**config.mk**
```make
export PLATFORM = sky130hd
export DESIGN_NAME = wb_port_arbiter
export DESIGN_NICKNAME = d
export VERILOG_FILES = /design/src/rtl/qar_pkg.sv /design/src/rtl/wb_scoreboard.sv /design/src/rtl/wb_port_arbiter.sv
export SDC_FILE = /design/constraint.sdc
export NUM_CORES = 1
export LEC_CHECK = 0
export BUFFER_PORTS_ARGS = -buffer_cell sky130_fd_sc_hd__buf_2
export CAP_MARGIN = 25
export CELL_PAD_IN_SITES_DETAIL_PLACEMENT = 1
export CELL_PAD_IN_SITES_GLOBAL_PLACEMENT = 1
export CORE_ASPECT_RATIO = 0.7
export CORE_UTILIZATION = 40
export CTS_CLUSTER_DIAMETER = 50
export DETAILED_ROUTE_END_ITERATION = 12
export PLACE_DENSITY = 0.89
export SLEW_MARGIN = 20
export SYNTH_ARGS = -nofsm -noshare
export SYNTH_HDL_FRONTEND = slang
export SYNTH_HIERARCHICAL = 1
export SYNTH_SLANG_ARGS = --single-unit
```
**constraint.sdc**
```tcl
create_clock -name clk -period 2.8 [get_ports clk]
set_input_delay 0.42 -clock clk [delete_from_list [all_inputs] [get_ports clk]]
set_output_delay 0.42 -clock clk [all_outputs]
set_load 0.01 [all_outputs]
```
**src/rtl/qar_pkg.sv**
```systemverilog
// Shared definitions for the writeback port arbiter and its pending-write scoreboard.
package qar_pkg;

   // Default register address width (2**QAR_AW registers, x0 hardwired to zero)
   localparam int QAR_AW = 5;

   // Default register data width
   localparam int QAR_DW = 32;

   // Requester encodings, also used as the round-robin pointer value
   typedef enum logic {
      REQ_ALU = 1'b0,
      REQ_LSU = 1'b1
   } req_e;

   // The requester that should be favoured after the given one has been served
   function automatic req_e otherReq(input req_e served);
      return (served == REQ_ALU) ? REQ_LSU : REQ_ALU;
   endfunction

endpackage

```
**src/rtl/wb_scoreboard.sv**
```systemverilog
// Pending-write scoreboard: one bit per architectural register, set when a
// destination is issued and cleared when the regfile write for it lands.
// Also detects the two protocol errors (double issue, unowned writeback).
module wb_scoreboard
   import qar_pkg::*;
#(
   parameter int AW = QAR_AW
) (
   input  logic          clk,
   input  logic          rst,
   input  logic          i_issValid,
   input  logic [AW-1:0] i_issRd,
   input  logic          i_wbGrant,
   input  logic [AW-1:0] i_wbRd,
   input  logic          i_clrValid,
   input  logic [AW-1:0] i_clrRd,
   input  logic [AW-1:0] i_qRs1,
   input  logic [AW-1:0] i_qRs2,
   output logic          o_qBusy1,
   output logic          o_qBusy2,
   output logic          o_err
);

   localparam int NREG = 1 << AW;

   logic [NREG-1:0] r_pending;
   logic [NREG-1:0] w_setMask;
   logic [NREG-1:0] w_clrMask;
   logic [NREG-1:0] w_pendingNext;
   logic            r_err;
   logic            w_issConflict;
   logic            w_wbUnowned;

   // Build set/clear masks; a set on the same edge as a clear wins, x0 never pends
   always_comb begin
      w_setMask = '0;
      w_clrMask = '0;
      if (i_issValid && (i_issRd != '0)) begin
         w_setMask[i_issRd] = 1'b1;
      end
      if (i_clrValid && (i_clrRd != '0)) begin
         w_clrMask[i_clrRd] = 1'b1;
      end
      w_pendingNext    = (r_pending & ~w_clrMask) | w_setMask;
      w_pendingNext[0] = 1'b0;
   end

   // Issuing a register that is still pending and not retiring on this edge
   assign w_issConflict = i_issValid && (i_issRd != '0) &&
                          r_pending[i_issRd] && !w_clrMask[i_issRd];

   // Accepting a writeback for a register nobody issued
   assign w_wbUnowned = i_wbGrant && (i_wbRd != '0) && !r_pending[i_wbRd];

   // Pending bits and sticky error flag
   always_ff @(posedge clk) begin
      if (rst) begin
         r_pending <= '0;
         r_err     <= 1'b0;
      end else begin
         r_pending <= w_pendingNext;
         if (w_issConflict || w_wbUnowned) begin
            r_err <= 1'b1;
         end
      end
   end

   // Hazard queries look only at registered state, never the same-cycle issue or clear
   assign o_qBusy1 = (i_qRs1 != '0) && r_pending[i_qRs1];
   assign o_qBusy2 = (i_qRs2 != '0) && r_pending[i_qRs2];
   assign o_err    = r_err;

   // x0 can never be marked pending
   x0NeverPending : assert property (@(posedge clk) disable iff (rst) !r_pending[0]);

endmodule

```
**src/rtl/wb_port_arbiter.sv**
```systemverilog
// Writeback port arbiter: shares the single regfile write port between the
// ALU and the load/store unit, registers the winning write, and keeps the
// pending-write scoreboard that the issue stage queries for RAW hazards.
module wb_port_arbiter
   import qar_pkg::*;
#(
   parameter int AW    = QAR_AW,
   parameter int DW    = QAR_DW,
   parameter bit RR_EN = 1'b1
) (
   input  logic          clk,
   input  logic          rst,
   input  logic          alu_valid,
   output logic          alu_ready,
   input  logic [AW-1:0] alu_rd,
   input  logic [DW-1:0] alu_data,
   input  logic          lsu_valid,
   output logic          lsu_ready,
   input  logic [AW-1:0] lsu_rd,
   input  logic [DW-1:0] lsu_data,
   input  logic          iss_valid,
   input  logic [AW-1:0] iss_rd,
   input  logic [AW-1:0] q_rs1,
   input  logic [AW-1:0] q_rs2,
   output logic          q_busy1,
   output logic          q_busy2,
   output logic          rf_we,
   output logic [AW-1:0] rf_waddr,
   output logic [DW-1:0] rf_wdata,
   output logic          err
);

   req_e          r_rrPtr;
   logic          w_grantAlu;
   logic          w_grantLsu;
   logic          w_grant;
   req_e          w_grantSide;
   logic [AW-1:0] w_grantRd;
   logic [DW-1:0] w_grantData;
   logic          r_rfWe;
   logic [AW-1:0] r_rfWaddr;
   logic [DW-1:0] r_rfWdata;

   // Pick at most one winner; contention goes to the ALU in fixed mode or to the favoured side
   always_comb begin
      w_grantAlu = 1'b0;
      w_grantLsu = 1'b0;
      if (alu_valid && lsu_valid) begin
         if (!RR_EN || (r_rrPtr == REQ_ALU)) begin
            w_grantAlu = 1'b1;
         end else begin
            w_grantLsu = 1'b1;
         end
      end else begin
         w_grantAlu = alu_valid;
         w_grantLsu = lsu_valid;
      end
   end

   assign w_grant     = w_grantAlu | w_grantLsu;
   assign w_grantSide = w_grantLsu ? REQ_LSU : REQ_ALU;
   assign w_grantRd   = (w_grantSide == REQ_LSU) ? lsu_rd   : alu_rd;
   assign w_grantData = (w_grantSide == REQ_LSU) ? lsu_data : alu_data;

   assign alu_ready = w_grantAlu;
   assign lsu_ready = w_grantLsu;

   // Favour the side that was not served last; only an actual grant moves the pointer
   always_ff @(posedge clk) begin
      if (rst) begin
         r_rrPtr <= REQ_ALU;
      end else if (w_grant) begin
         r_rrPtr <= otherReq(w_grantSide);
      end
   end

   // Register the granted write; x0 is consumed without raising the write enable
   always_ff @(posedge clk) begin
      if (rst) begin
         r_rfWe    <= 1'b0;
         r_rfWaddr <= '0;
         r_rfWdata <= '0;
      end else begin
         r_rfWe <= w_grant && (w_grantRd != '0);
         if (w_grant) begin
            r_rfWaddr <= w_grantRd;
            r_rfWdata <= w_grantData;
         end
      end
   end

   assign rf_we    = r_rfWe;
   assign rf_waddr = r_rfWaddr;
   assign rf_wdata = r_rfWdata;

   wb_scoreboard #(
      .AW(AW)
   ) u_scoreboard (
      .clk        (clk),
      .rst        (rst),
      .i_issValid (iss_valid),
      .i_issRd    (iss_rd),
      .i_wbGrant  (w_grant),
      .i_wbRd     (w_grantRd),
      .i_clrValid (r_rfWe),
      .i_clrRd    (r_rfWaddr),
      .i_qRs1     (q_rs1),
      .i_qRs2     (q_rs2),
      .o_qBusy1   (q_busy1),
      .o_qBusy2   (q_busy2),
      .o_err      (err)
   );

   // Never hand the port to both requesters at once
   oneReady : assert property (@(posedge clk) disable iff (rst) !(alu_ready && lsu_ready));

endmodule

```
==> impl_metrics.tcl <==
set metrics [dict create \
    vias 4958 \
    critPathBufInv 0 \
    period_share 0.921 \
    ctsHtreeMaxLevel 3 \
    use_met3 0.0690 \
    seq_power_share 0.357 \
    syn_nets 607 \
    gp_congestion 0.946 \
    worstReg2RegStart "r_rrPtr$_SDFFE_PP0P_" \
    fin_tns_setup_ps 0 \
    grt_util_met1 0.360 \
    crit_chain "nand2b_4 -> nand2_8 -> mux2_2 -> mux4_2 -> a2111oi_2 -> and4b_1 -> o32ai_2" \
    fmax_mhz 388 \
    drc 0 \
    crit_path_end "u_scoreboard/o_err$_SDFFE_PP0P_" \
    ioPinCount 137 \
    cts_made_buffers 9 \
    drive_gt1_frac 0.375 \
    wl_per_cell_microns 23.1 \
    overflow 0 \
    met2_usage 0.474 \
    antenna_found_initial 0 \
    outcome "finished, final reports clean" \
    reg2reg_slack_ps 220 \
    critical_path.max_fanout 10 \
    p_leak_nw 2.32 \
    synth_seq_cells 71 \
    core_area_sq_um 11700 \
    crit_cells 7 \
    hold_class "in2reg" \
    synth_cell_types 49 \
    routed_wl_microns 18100 \
    io_buffers 136 \
    drtIter0Drc 413 \
    slowest_stage "mux4_2" \
    die_w_microns 133 \
    grt_pass1_vias 5089 \
    yosys.area.top_type "dfxtp_1" \
    hold_violations 0 \
    cts_buffer_depth 2 \
    power.density_nw_per_um2 532 \
    dieArea_sq_um 12500 \
    drtAntennaViolNets 0 \
    path_clk_slew_ps 60 \
    instances_no_fill 783 \
    final_core_util 0.502 \
    rows 33 \
    grt_usage 0.289 \
    slew_violations 0 \
    synth-async-reset-ratio 0 \
    vias_per_cell 6.33 \
    cpPeakStageDelay_ps 580 \
    switching_share 0.269 \
    final.min_clock_period_ps 2580 \
    p_sw_w 0.000845 \
    vdd_drop_max_mv 0.407 \
    pwr-share-clk 0.455 \
    worstPathRequired_ps 3040 \
    yosysTopAreaCellShare 0.294 \
    min_from "lsu_data[3]" \
    insertedDiodeCount 0 \
    synth-main-ff-cell "dfxtp_1" \
    p_int_w 0.00229 \
    dp_cells 767 \
    fin_nets 715 \
    critical_path.top_delay_family "multiplexers" \
    worstReg2RegEnd "u_scoreboard/o_err$_SDFFE_PP0P_" \
    synth_area_sq_um 4830 \
    power_w 0.00314 \
    synth_seq_area_share 0.294 \
    synth_edf_count 0 \
    synth_warnings 6 \
    rsz0062_at_grt "false" \
    ctsHoldBuffers 0 \
    cts_root_buf "clkbuf_16" \
    die_h_microns 94.0 \
    synth_area_per_cell_sq_um 9.42 \
    grt_max_degree 64 \
    crit_path_start "r_rrPtr$_SDFFE_PP0P_" \
    r2r_cells 7 \
    initial_core_util 0.412 \
    max_cap_viol_count 0 \
    synthesis.instances 513 \
    synth_top_cells_by_area "dfxtp_1, mux4_2, mux2_2" \
    cts-resized-gates 0 \
    hpwl_microns 12900 \
    tightest_slew_ps 873 \
    first_pass_iters 5 \
    postCtsSetupRepairBufs 0 \
    grt-busiest-layer "met2" \
    critPathLaunchType "register" \
    grt_pass1_wl_microns 27700 \
    cts_tree "done" \
    cp.arrival_ps 2820 \
    clock_sinks 71 \
    clock_latency_ps 330 \
    combPwrFrac 0.189 \
    skew_ps 10.6 \
    syn_to_final_growth_pct 21.9 \
    max_slew_margin 0.417 \
    setup_viol 0 \
    path_class "reg2reg" \
    cp-end-kind "register" \
]
## worst min-delay path by stage
stage	endpoint	cells after the start	slack (ps)
3_3_place_gp	rf_wdata[23]$_SDFFE_PP0P_	2	480
6_report	rf_wdata[3]$_SDFFE_PP0P_	2	370
2_1_floorplan	u_scoreboard/r_pending[8]$_SDFF_PP0_	2	470
3_5_place_dp	rf_wdata[23]$_SDFFE_PP0P_	2	490
4_1_cts	rf_wdata[11]$_SDFFE_PP0P_	2	350
5_1_grt	rf_wdata[6]$_SDFFE_PP0P_	2	360
## through the flow
| step | setup WS, ps | cell area, sq um | hold WS, ps |
|---|---|---|---|
| finish | 221 | 5890 | 366 |
| global route | 191 | 5890 | 359 |
| global placement | 315 | 5520 | 480 |
| detailed placement | 91.6 | 5520 | 486 |
| CTS | 243 | 5890 | 350 |
| floorplan | 340 | 4830 | 470 |
## cell families (layout without fill, tap and decap cells)
family                 after synthesis  after routing  share of synthesized area
AO/OA/AOI/OAI                      120            120                      0.180
multiplexers                        81             81                      0.258
buffers and inverters               55            168                     0.0603
AND/OR/NAND/NOR                    182            182                      0.201
XOR/XNOR                             4              4                    0.00725
flip-flops                          71             71                      0.294
## sequential cells by signal, indices dropped and copies added, names as in the netlist
signal	cells
rf_wdata	32
rf_waddr	5
u_scoreboard/r_pending	31
rf_we	1
r_rrPtr	1
u_scoreboard/o_err	1
## cell usage after synthesis, types with 2 or more instances
| cell type | instances |
|---|---|
| nand4_1 | 2 |
| nor4_1 | 8 |
| buf_6 | 8 |
| clkbuf_1 | 23 |
| mux2_2 | 40 |
| o21ai_0 | 32 |
| mux4_1 | 6 |
| nand3_1 | 8 |
| inv_2 | 2 |
| a211oi_1 | 8 |
| a2111oi_2 | 2 |
| nand3b_1 | 5 |
| inv_1 | 2 |
| xnor2_1 | 4 |
| a21oi_1 | 36 |
| or4_1 | 2 |
| o221a_1 | 30 |
| buf_4 | 2 |
| dfxtp_1 | 71 |
| o21ai_1 | 2 |
| nand2_1 | 45 |
| mux4_2 | 23 |
| nor2b_1 | 3 |
| mux2i_1 | 11 |
| buf_1 | 4 |
| nor3_1 | 3 |
| nor2_1 | 52 |
| nand2b_1 | 7 |
| buf_2 | 14 |
| nor3b_1 | 39 |
## worst reg2reg max path: stages, from the launching register on
cell and delay [ps]:
dfxtp_1 330, nand2b_4 230, nand2_8 90, mux2_2 410, mux4_2 580, a2111oi_2 460
and4b_1 260, o32ai_2 120
## area by class of cell
class,instances,area [sq um]
Clock inverter,7,143
Multi-Input combinational cell,387,3120
Inverter,4,15.0
Fill cell,1391,5830
Sequential cell,71,1420
Tap cell,157,196
Timing Repair Buffer,148,771
Clock buffer,9,225
## power by group through the flow
| stage | Sequential, W | Clock, W | Combinational [W] |
|---|---|---|---|
| 2_1_floorplan | 0.00114 | 0 | 0.000364 |
| 3_3_place_gp | 0.00113 | 0 | 0.000549 |
| 3_5_place_dp | 0.00114 | 0 | 0.000581 |
| 4_1_cts | 0.00112 | 0.00145 | 0.000586 |
| 5_1_grt | 0.00112 | 0.00149 | 0.000632 |
| 6_report | 0.00112 | 0.00143 | 0.000592 |
## routing by layer
| metal | share of wire | wire, microns | up-vias |
|---|---|---|---|
| met5 | 0 | 0 | - |
| met1 | 0.40 | 7320 | 2439 |
| met4 | 0.038 | 683 | 0 |
| li1 | - | - | 2155 |
| met3 | 0.091 | 1650 | 75 |
| met2 | 0.47 | 8460 | 289 |
## cell usage in the layout, fill, tap and decap left out, types with 5 or more instances in the layout
| master | synthesis | layout |
|---|---|---|
| mux4_1 | 6 | 6 |
| o221a_1 | 30 | 30 |
| a211oi_1 | 8 | 8 |
| nor2_1 | 52 | 52 |
| nand2b_1 | 7 | 7 |
| dfxtp_1 | 71 | 71 |
| buf_4 | 2 | 12 |
| nor4_1 | 8 | 8 |
| o21ai_0 | 32 | 32 |
| mux2_2 | 40 | 40 |
| mux2i_1 | 11 | 11 |
| nand3_1 | 8 | 8 |
| mux4_2 | 23 | 23 |
| nand3b_1 | 5 | 5 |
| nor3b_1 | 39 | 39 |
| clkbuf_16 | 0 | 9 |
| a21oi_1 | 36 | 36 |
| buf_2 | 14 | 136 |
| nand2_1 | 45 | 45 |
(Power assumes the default switching activity.)
